===== src/rtl/mult_div_pkg.sv =====
// ---------------------------------------------------------------------------
// mult_div_pkg
//   Shared definitions for the iterative multiply/divide unit:
//     - md_state_e   : control FSM states (IDLE, RUN, FIX, DONE)
//     - OP_MULT/OP_DIV : values of op[0]
//     - OP_UNS_BIT   : op bit index selecting unsigned operation
//     - MD_WIDTH     : default operand width
//     - MD_CNT_W     : iteration counter width for the default width
// ---------------------------------------------------------------------------
`timescale 1ns/1ps

package mult_div_pkg;

    localparam int MD_WIDTH   = 32;
    localparam int MD_CNT_W   = $clog2(MD_WIDTH);

    localparam logic OP_MULT    = 1'b0;
    localparam logic OP_DIV     = 1'b1;
    localparam int   OP_UNS_BIT = 1;

    typedef enum logic [1:0] {
        IDLE = 2'd0,
        RUN  = 2'd1,
        FIX  = 2'd2,
        DONE = 2'd3
    } md_state_e;

    // Counter width helper that never returns zero, so a 1-bit unit still
    // gets a legal counter vector.
    function automatic int md_cnt_width(input int width);
        return (width > 1) ? $clog2(width) : 1;
    endfunction

endpackage


===== src/rtl/md_iter_core.sv =====
// ---------------------------------------------------------------------------
// md_iter_core
//   Datapath of the multiply/divide unit. Holds the 2*WIDTH accumulator,
//   the latched divisor/multiplicand magnitude and the operand sign flags.
//   One shift-add (MULT) or restoring-subtract (DIV) step per 'step' cycle.
//   The sign-corrected result is presented combinationally on res_hi/res_lo
//   and is captured by the parent on the edge leaving FIX.
//
// Ports
//   clk, rst      clock, asynchronous active-high reset
//   load          latch operands (start accepted in IDLE)
//   step          perform one iteration
//   div_in        1 = divide, 0 = multiply (sampled on load)
//   signed_in     1 = treat operands as two's complement (sampled on load)
//   a_in, b_in    operands (sampled on load)
//   res_hi/res_lo sign-corrected result (remainder/quotient for DIV)
// ---------------------------------------------------------------------------
`timescale 1ns/1ps

module md_iter_core
    import mult_div_pkg::*;
#(
    parameter int WIDTH = MD_WIDTH
) (
    input  logic             clk,
    input  logic             rst,
    input  logic             load,
    input  logic             step,
    input  logic             div_in,
    input  logic             signed_in,
    input  logic [WIDTH-1:0] a_in,
    input  logic [WIDTH-1:0] b_in,
    output logic [WIDTH-1:0] res_hi,
    output logic [WIDTH-1:0] res_lo
);

    logic [2*WIDTH-1:0] acc_reg;
    logic [2*WIDTH-1:0] acc_next;
    logic [WIDTH-1:0]   opnd_reg;
    logic               is_div_reg;
    logic               a_neg_reg;
    logic               b_neg_reg;

    logic               a_neg_in;
    logic               b_neg_in;
    logic [WIDTH-1:0]   a_mag_in;
    logic [WIDTH-1:0]   b_mag_in;

    // Upper and lower accumulator halves: product high/low for MULT,
    // partial remainder / quotient-under-construction for DIV.
    logic [WIDTH-1:0]   acc_hi;
    logic [WIDTH-1:0]   acc_lo;

    logic [WIDTH:0]     mul_sum;
    logic [WIDTH:0]     rem_shift;
    logic [WIDTH:0]     rem_diff;

    logic [2*WIDTH-1:0] prod_fixed;

    function automatic logic [WIDTH-1:0] magnitude(input logic [WIDTH-1:0] x,
                                                   input logic neg);
        return neg ? (~x + 1'b1) : x;
    endfunction

    assign a_neg_in = signed_in & a_in[WIDTH-1];
    assign b_neg_in = signed_in & b_in[WIDTH-1];
    assign a_mag_in = magnitude(a_in, a_neg_in);
    assign b_mag_in = magnitude(b_in, b_neg_in);

    assign acc_hi = acc_reg[2*WIDTH-1:WIDTH];
    assign acc_lo = acc_reg[WIDTH-1:0];

    // MULT step: add multiplicand into the high half when the current
    // multiplier bit (acc[0]) is set, then shift the whole accumulator
    // right, keeping the carry out of the add.
    assign mul_sum = {1'b0, acc_hi} + (acc_reg[0] ? {1'b0, opnd_reg} : '0);

    // DIV step: shift remainder left pulling in the next dividend bit and
    // trial-subtract the divisor. The remainder is always below the divisor,
    // so the (WIDTH+1)-bit difference never overflows and its MSB is the
    // borrow.
    assign rem_shift = {acc_hi, acc_lo[WIDTH-1]};
    assign rem_diff  = rem_shift - {1'b0, opnd_reg};

    always_comb begin
        acc_next = acc_reg;
        if (is_div_reg) begin
            if (!rem_diff[WIDTH])
                acc_next = {rem_diff[WIDTH-1:0], acc_lo[WIDTH-2:0], 1'b1};
            else
                acc_next = {rem_shift[WIDTH-1:0], acc_lo[WIDTH-2:0], 1'b0};
        end else begin
            acc_next = {mul_sum, acc_lo[WIDTH-1:1]};
        end
    end

    always_ff @(posedge clk or posedge rst) begin
        if (rst) begin
            acc_reg    <= '0;
            opnd_reg   <= '0;
            is_div_reg <= 1'b0;
            a_neg_reg  <= 1'b0;
            b_neg_reg  <= 1'b0;
        end else if (load) begin
            acc_reg    <= {{WIDTH{1'b0}}, a_mag_in};
            opnd_reg   <= b_mag_in;
            is_div_reg <= div_in;
            a_neg_reg  <= a_neg_in;
            b_neg_reg  <= b_neg_in;
        end else if (step) begin
            acc_reg    <= acc_next;
        end
    end

    // Sign correction. Product and quotient are negative when the operand
    // signs differ; the remainder follows the dividend's sign.
    assign prod_fixed = (a_neg_reg ^ b_neg_reg) ? (~acc_reg + 1'b1) : acc_reg;

    always_comb begin
        res_hi = prod_fixed[2*WIDTH-1:WIDTH];
        res_lo = prod_fixed[WIDTH-1:0];
        if (is_div_reg) begin
            res_hi = magnitude(acc_hi, a_neg_reg);
            res_lo = magnitude(acc_lo, a_neg_reg ^ b_neg_reg);
        end
    end

endmodule


===== src/rtl/mult_div_unit.sv =====
// ---------------------------------------------------------------------------
// mult_div_unit
//   Iterative MULT/DIV unit with Hi/Lo result registers and a start/busy/done
//   handshake. Signed by default; when MULT_DIV_UNSIGNED_EN is defined,
//   op[1]=1 selects MULTU/DIVU.
//
// Ports
//   clk       clock, rising edge
//   rst       asynchronous active-high reset
//   start     begin an operation (only honoured in IDLE)
//   op[1:0]   op[0]: 0=MULT, 1=DIV; op[1]: unsigned select (feature build)
//   a, b      operands (multiplicand/dividend, multiplier/divisor)
//   hi, lo    result registers
//   busy      high whenever the FSM is not in IDLE
//   done      one-cycle completion pulse (also on divide-by-zero abort)
//   div_zero  sticky divide-by-zero flag, cleared by the next accepted start
//
// Timing: normal ops show done WIDTH+2 cycles after the start edge
// (WIDTH RUN cycles, one FIX, one DONE); divide-by-zero shows done at once.
// ---------------------------------------------------------------------------
`timescale 1ns/1ps

module mult_div_unit
    import mult_div_pkg::*;
#(
    parameter int WIDTH = MD_WIDTH
) (
    input  logic             clk,
    input  logic             rst,
    input  logic             start,
    input  logic [1:0]       op,
    input  logic [WIDTH-1:0] a,
    input  logic [WIDTH-1:0] b,
    output logic [WIDTH-1:0] hi,
    output logic [WIDTH-1:0] lo,
    output logic             busy,
    output logic             done,
    output logic             div_zero
);

    localparam int CNT_W = md_cnt_width(WIDTH);
    localparam logic [CNT_W-1:0] CNT_LAST = CNT_W'(WIDTH - 1);

    md_state_e         state_reg;
    logic [CNT_W-1:0]  cnt_reg;
    logic [WIDTH-1:0]  hi_reg;
    logic [WIDTH-1:0]  lo_reg;
    logic              busy_reg;
    logic              done_reg;
    logic              div_zero_reg;

    logic              is_signed;
    logic              accept;
    logic              div_by_zero;
    logic              core_load;
    logic              core_step;
    logic [WIDTH-1:0]  core_hi;
    logic [WIDTH-1:0]  core_lo;

`ifdef MULT_DIV_UNSIGNED_EN
    assign is_signed = ~op[OP_UNS_BIT];
`else
    // Every operation is signed; the unsigned select bit is intentionally
    // left unconnected.
    logic op_uns_unused;
    assign op_uns_unused = op[OP_UNS_BIT];
    assign is_signed     = 1'b1;
`endif

    assign accept      = (state_reg == IDLE) && start;
    assign div_by_zero = (op[0] == OP_DIV) && (b == '0);
    assign core_load   = accept && !div_by_zero;
    assign core_step   = (state_reg == RUN);

    md_iter_core #(
        .WIDTH (WIDTH)
    ) u_core (
        .clk       (clk),
        .rst       (rst),
        .load      (core_load),
        .step      (core_step),
        .div_in    (op[0]),
        .signed_in (is_signed),
        .a_in      (a),
        .b_in      (b),
        .res_hi    (core_hi),
        .res_lo    (core_lo)
    );

    always_ff @(posedge clk or posedge rst) begin
        if (rst) begin
            state_reg    <= IDLE;
            cnt_reg      <= '0;
            hi_reg       <= '0;
            lo_reg       <= '0;
            busy_reg     <= 1'b0;
            done_reg     <= 1'b0;
            div_zero_reg <= 1'b0;
        end else begin
            case (state_reg)
                IDLE: begin
                    done_reg <= 1'b0;
                    if (start) begin
                        busy_reg     <= 1'b1;
                        div_zero_reg <= div_by_zero;
                        cnt_reg      <= '0;
                        if (div_by_zero) begin
                            // Abort straight to DONE; hi/lo keep old values.
                            state_reg <= DONE;
                            done_reg  <= 1'b1;
                        end else begin
                            state_reg <= RUN;
                        end
                    end
                end
                RUN: begin
                    cnt_reg <= cnt_reg + 1'b1;
                    if (cnt_reg == CNT_LAST)
                        state_reg <= FIX;
                end
                FIX: begin
                    hi_reg    <= core_hi;
                    lo_reg    <= core_lo;
                    done_reg  <= 1'b1;
                    state_reg <= DONE;
                end
                DONE: begin
                    done_reg  <= 1'b0;
                    busy_reg  <= 1'b0;
                    state_reg <= IDLE;
                end
                default: begin
                    state_reg <= IDLE;
                    busy_reg  <= 1'b0;
                    done_reg  <= 1'b0;
                end
            endcase
        end
    end

    assign hi       = hi_reg;
    assign lo       = lo_reg;
    assign busy     = busy_reg;
    assign done     = done_reg;
    assign div_zero = div_zero_reg;

endmodule


===== config.mk =====
export PLATFORM = sky130hd
export DESIGN_NAME = mult_div_unit
export DESIGN_NICKNAME = d
export VERILOG_FILES = /design/src/rtl/mult_div_pkg.sv /design/src/rtl/md_iter_core.sv /design/src/rtl/mult_div_unit.sv
export SDC_FILE = /design/constraint.sdc
export NUM_CORES = 1
export LEC_CHECK = 0
export ABC_CLOCK_PERIOD_IN_PS = 10150
export CAP_MARGIN = 15
export CORE_UTILIZATION = 40
export CTS_BUF_LIST = sky130_fd_sc_hd__clkbuf_8 sky130_fd_sc_hd__clkbuf_16
export DETAILED_ROUTE_END_ITERATION = 10
export GPL_TIMING_DRIVEN = 0
export PLACE_DENSITY = 0.59
export SLEW_MARGIN = 20
export SYNTH_ARGS = -nofsm -noshare
export SYNTH_HDL_FRONTEND = slang
export SYNTH_SLANG_ARGS = --single-unit

===== constraint.sdc =====
create_clock -name clk -period 10.15 [get_ports clk]
set_input_delay 2.03 -clock clk [delete_from_list [all_inputs] [get_ports clk]]
set_output_delay 2.03 -clock clk [all_outputs]
set_load 0.01 [all_outputs]

==> impl_metrics.toml <==
[outcome]
status = "complete, no violations"

[routing]
vias_per_cell = 5.89
wirelength_um = 50500
drc_errors = 0
ant_nets = 0
wl_per_cell_um = 21.3
firstDrtPassIters = 6
dr_total_vias = 13900
met3_length_um = 3370
met2WireLength_um = 22600
top_layer = "met4"
drt_iter0_drc = 1202
wl_met1_um = 23600

[global_routing]
antenna_found_initial = 1
grt_max_degree = 90
gr-usage-all-layers_pct = 28.9
grt_pass1_vias = 13600
grt-ovfl-total = 0
grt_pass1_wl_um = 79300

[sta]
hold_violations = 0
final_max_slew_viol_count = 0
fin_crit_ps = 5820
fmax_ghz = 0.172
hold_slack_ps = 490
slew_headroom_pct = 25.9
worst_slack_ps = 4330
rsz0062_at_grt = "false"
setup_violations = 0
finClkSkew_ps = 13.7
fin_crit_sh_pct = 57.4
tightestPinTransition_ps = 1110
tns_ps = 0

[final_layout]
area_delta_synth_final_pct = 18.3
ff_latch_area_mm2 = 0.00433
layout-drive-gt1-share_pct = 4.24
largest_reg_flops = 64
fillers = 3453
fin_area_mm2 = 0.0166
final_core_utilization_pct = 48.1
finalNetCount = 2046
multi_input_area_mm2 = 0.00900
finalNonFillerCells = 2368

[pwr]
p_per_area_mw_per_mm2 = 416
power.leakage_nw = 6.81
pwr-share-comb_pct = 69.0
pwr-share-clk_pct = 10.2
ir_worst_vdd_mv = 0.161
switching_share_pct = 51.9
p_sw_mw = 3.58
fin_total_pwr_mw = 6.89
p_seq_share_pct = 20.9
intPower_mw = 3.31

[clocking]
htree_num_levels = 4
clockRootBuffer = "clkbuf_16"
clk_latency_ps = 470
clkSlewWorstSetupHoldPaths_ps = 80
postCtsHoldBufs = 0
cts_resized = 0
cts-buffers-inserted = 17
cts.sinks = 173
cts_buffer_depth = 2
cts_tree = "yes"
cts_setup_buffers = 0

[setup_path]
cp_max_fo = 10
cp.arrival_ps = 6180
worstPathRequired_ps = 10510
worstSetupStartpointType = "input pin"
end_kind = "flip-flop"
worstSetupPathType = "input pin to flip-flop"

[synthesis]
syn_area_mm2 = 0.0140
async_flop_share_pct = 100
synthTopCellsByArea = "dfrtp_1 (31%), ha_1 (6.7%), o21ai_0 (6.3%), xnor2_1 (5.8%), a21oi_1 (5.6%)"
synth_area_per_cell_um2 = 8.02
ys_seq_area_share_pct = 30.9
yosysTopAreaCellShare_pct = 30.9
synth_most_common_cell = "nand2_1"
syn-num-nets = 1891
synthTopCellsByCount = "nand2_1 (176), o21ai_0 (175), dfrtp_1 (173)"
synthFlopType = "dfrtp_1"
syn_inst = 1745
synth_seq_cells = 173
yosys_warnings = 0
synth_cell_types = 72
synth.largest_area_cell = "dfrtp_1"
synth_edf_count = 0

[place]
gp_congestion = 0.943
io_buffers = 134
dpl_cell_area_mm2 = 0.0160
dp.cells = 2336
place_ws_ps = 3840
dp_hpwl_um = 38700

[floorplan]
io_pins = 136
dieArea_mm2 = 0.0358
initial_utilization_pct = 40.6
num_rows = 68
core_region_area_mm2 = 0.0345
die_y_um = 189
die_w_um = 189

[job]
cap_violations = 0

[worst_hold_path]
hp-class = "flip-flop to flip-flop"
critical path: stages:
cell and delay, ps:
clkdlybuf4s50_1 450, or3_1 430, or3_1 360, or4_4 580, or3_1 390, and4bb_1 500
nor2_1 120, clkbuf_1 500, clkbuf_1 480, nand2_1 260, nand2_1 70
layout make-up:
class / count / share of cell area, %
Clock buffer: 18 / 2.65
Antenna cell: 1 / 0.0151
Inverter: 70 / 1.63
Multi-Input combinational cell: 1398 / 54.4
Clock inverter: 13 / 0.944
Timing Repair Buffer: 136 / 8.31
Tap cell: 455 / 3.44
Sequential cell: 173 / 26.1
Buffer: 104 / 2.51
layer usage:
metal	GRT usage [%]	up-vias
met2	44.6	522
li1	-	6584
met4	7.88	0
met1	41.2	6781
met3	5.15	59
met5	0	-
layout by cell type, fill, tap and decap left out, types with 10 or more instances in the layout:
cell,count
or3_1,25
or4_1,13
nor4_1,10
a21oi_1,158
nor2_1,171
clkbuf_1,89
o21ai_0,175
mux2i_1,44
nor2b_1,12
nand4_1,17
o41ai_1,20
xnor2_1,92
a21o_1,23
a211oi_1,12
xor2_1,84
nand3_1,25
nand2b_1,18
inv_1,69
dfrtp_1,173
clkbuf_16,17
nand2_1,176
mux2_2,18
clkdlybuf4s50_1,134
o211ai_1,44
ha_1,75
o31ai_1,27
nor3_1,22
a31oi_1,19
cells by family after synthesis:
kind of cell / Yosys count / share of synthesized area, %
flip-flops: 173 / 30.9
adder cells (fa/ha/maj): 77 / 6.99
multiplexers: 62 / 4.59
XOR/XNOR: 176 / 11.0
buffers and inverters: 174 / 4.84
AND/OR/NAND/NOR: 522 / 17.1
AO/OA/AOI/OAI: 561 / 24.5
power groups by stage:
stage	Clock (mW)	Sequential (mW)	Combinational [mW]
floorplan	0	1.35	3.20
global placement	0	1.44	4.62
detailed placement	0	1.44	4.66
CTS	0.707	1.43	4.70
global route	0.732	1.48	5.24
finish	0.700	1.44	4.75
worst paths after layout:
kind / startpoint / to / slack (ps) / cells past startpoint
max: b[14] / u_core.b_neg_reg / 4330 / 11
min: u_core.opnd_reg[8] / u_core.opnd_reg[8] / 490 / 2
max reg2reg: u_core.acc_reg[31] / u_core.acc_reg[63] / 5210 / 14
min reg2reg: u_core.opnd_reg[8] / u_core.opnd_reg[8] / 490 / 2
max in group asynchronous: rst / lo[8] / 7200 / 3
min in group asynchronous: rst / u_core.acc_reg[39] / 2060 / 2
Note: power is estimated with default switching activity, not from simulation.
==> RTL edit, RTL diff (same settings) <==
Add a define of `MULT_DIV_UNSIGNED_EN`.
--- a/src/rtl/mult_div_unit.sv
+++ b/src/rtl/mult_div_unit.sv
@@ -19,6 +19,8 @@
 // (WIDTH RUN cycles, one FIX, one DONE); divide-by-zero shows done at once.
 // ---------------------------------------------------------------------------
 `timescale 1ns/1ps
+
+`define MULT_DIV_UNSIGNED_EN
 
 module mult_div_unit
     import mult_div_pkg::*;
Behaviour: same outputs for any inputs over 4 cycles, from zero or initial values and one cycle with rst high; that may be too few to reach the edited logic, so the function may still have changed.
==> RTL edit against the unedited design <==
Fmax is 11% higher. Synthesized cell count is 1.4% lower. Hold slack worse by 0.0070 ns. Worst setup slack better by 0.57 ns. Power is 10% lower. Sequential cell count stayed put. Design area is 0.26% lower. Wire length is 3.2% lower. Sequential power is 5% lower. Count of clock-buffer cells in the layout is 1 lower. Area after synthesis hardly changed.
==> RTL edit: results <==
{
  "synth_xor_xnor_area_share": 0.108,
  "syn_area_per_cell_um2": 8.13,
  "synth_common_cells": "nand2_1 (179), dfrtp_1 (173), nor2_1 (167)",
  "async_flop_share": 1.00,
  "buffers_excl_clock": 233,
  "drt_pass1_iterations": 5,
  "syn-num-nets": 1867,
  "cts_buffer_depth": 2,
  "drt_iter0_drc": 1105,
  "clk_pin_slew_ns": 0.07,
  "seq_share": 0.262,
  "wirelength_um": 48900,
  "synth.distinct_cells": 85,
  "critPathMaxFanout": 10,
  "via_per_inst": 5.84,
  "dp_cells": 2313,
  "combPwrFrac": 0.677,
  "vdd_drop_max_uv": 191,
  "numCtsBuffers": 17,
  "synth_area_leaders": "dfrtp_1 (31%), ha_1 (6.7%), xnor2_1 (6.0%)",
  "gp_congestion": 0.958,
  "cts_resized": 0,
  "grt_pass1_wl_um": 75300,
  "cts.sinks": 173,
  "fillCellCount": 3469,
  "finalNetCount": 2023,
  "clk-insertion-delay-late_ns": 0.44,
  "htreeDepth": 4,
  "multi_input_area_mm2": 0.00902,
  "vias": 13700,
  "ys_seq_area_frac": 0.309,
  "maxSlewHeadroom": 0.296,
  "synth_fa_ha_area_frac": 0.0699,
  "min_path_type": "register to register",
  "final-clk-cell-share": 0.0323,
  "synth_warnings": 0,
  "synthMuxAreaShare": 0.0478,
  "buffer_area_frac": 0.110,
  "first_global_vias": 12700,
  "n_all_inverters": 64,
  "status": "complete, no violations",
  "cp.arrival_ns": 5.61,
  "place.detailed.hpwl_um": 37800,
  "hold_buffers": 0,
  "grt_use_total": 0.274,
  "p_leak_nw": 6.83,
  "multi_input_cells": 1388,
  "antenna_cells": 0,
  "clk-power_w": 0.000626,
  "cp_slowest_cell": "or4_1",
  "drive_gt1_frac": 0.0508,
  "antenna_found_initial": 0,
  "synth_compound_area_frac": 0.241,
  "p_switching_w": 0.00317,
  "cts_setup_buffers": 0,
  "fin_worst_skew_ns": 0.0141,
  "portBuffers": 135,
  "ys.flop_type": "dfrtp_1",
  "grt_max_degree": 70,
  "ctsRootBufferMaster": "clkbuf_16"
}
RTL edit: cell count changes in the layout (fill, tap and decap cells not counted), sizes merged, moves of 10 or more:
| cell | before | now |
|---|---|---|
| nor3 | 22 | 37 |
| nand3 | 25 | 13 |
| or3 | 25 | 7 |
| clkbuf | 107 | 92 |
| o21a | 7 | 20 |
| nand4 | 17 | 6 |
| o21ai | 183 | 163 |
| o41ai | 20 | 6 |
| nor4 | 12 | 22 |
RTL edit: worst paths after layout:
check	from	to	slack (ns)	cells past startpoint
max	b[20]	u_core.acc_reg[62]	4.90	11
min	u_core.opnd_reg[28]	u_core.opnd_reg[28]	0.48	2
max reg2reg	u_core.acc_reg[31]	u_core.acc_reg[53]	5.60	13
min reg2reg	u_core.opnd_reg[28]	u_core.opnd_reg[28]	0.48	2
max in group asynchronous	rst	u_core.opnd_reg[15]	7.46	3
min in group asynchronous	rst	cnt_reg[3]	2.00	2
RTL edit: critical path, delay by kind of cell:
| family | cells | cell delay, ns |
|---|---|---|
| and+or+nand+nor | 7 | 2.22 |
| buffers and inverters | 2 | 0.81 |
| AOI/OAI and AO/OA | 2 | 0.52 |
RTL edit: through the flow:
stage          cell area, um^2   util  worst slack (ns)  power, W  hold slack [ns]
5_1_grt                  16500  0.479              4.74   0.00663            0.514
3_5_place_dp             16000  0.464              4.48   0.00546            0.472
3_3_place_gp             15900  0.462             0.755   0.00542            0.465
4_1_cts                  16500  0.479              4.94   0.00612            0.488
6_report                 16500  0.479              4.90   0.00617            0.483
2_1_floorplan            14000      -              3.43   0.00407            0.450
RTL edit: metal layers:
metal | track usage | part of all wire | vias to the layer above
met2 | 0.420 | 0.44 | 507
met1 | 0.397 | 0.47 | 6612
li1 | - | - | 6489
met4 | 0.0772 | 0.021 | 0
met3 | 0.0410 | 0.066 | 68
met5 | 0 | 0 | -
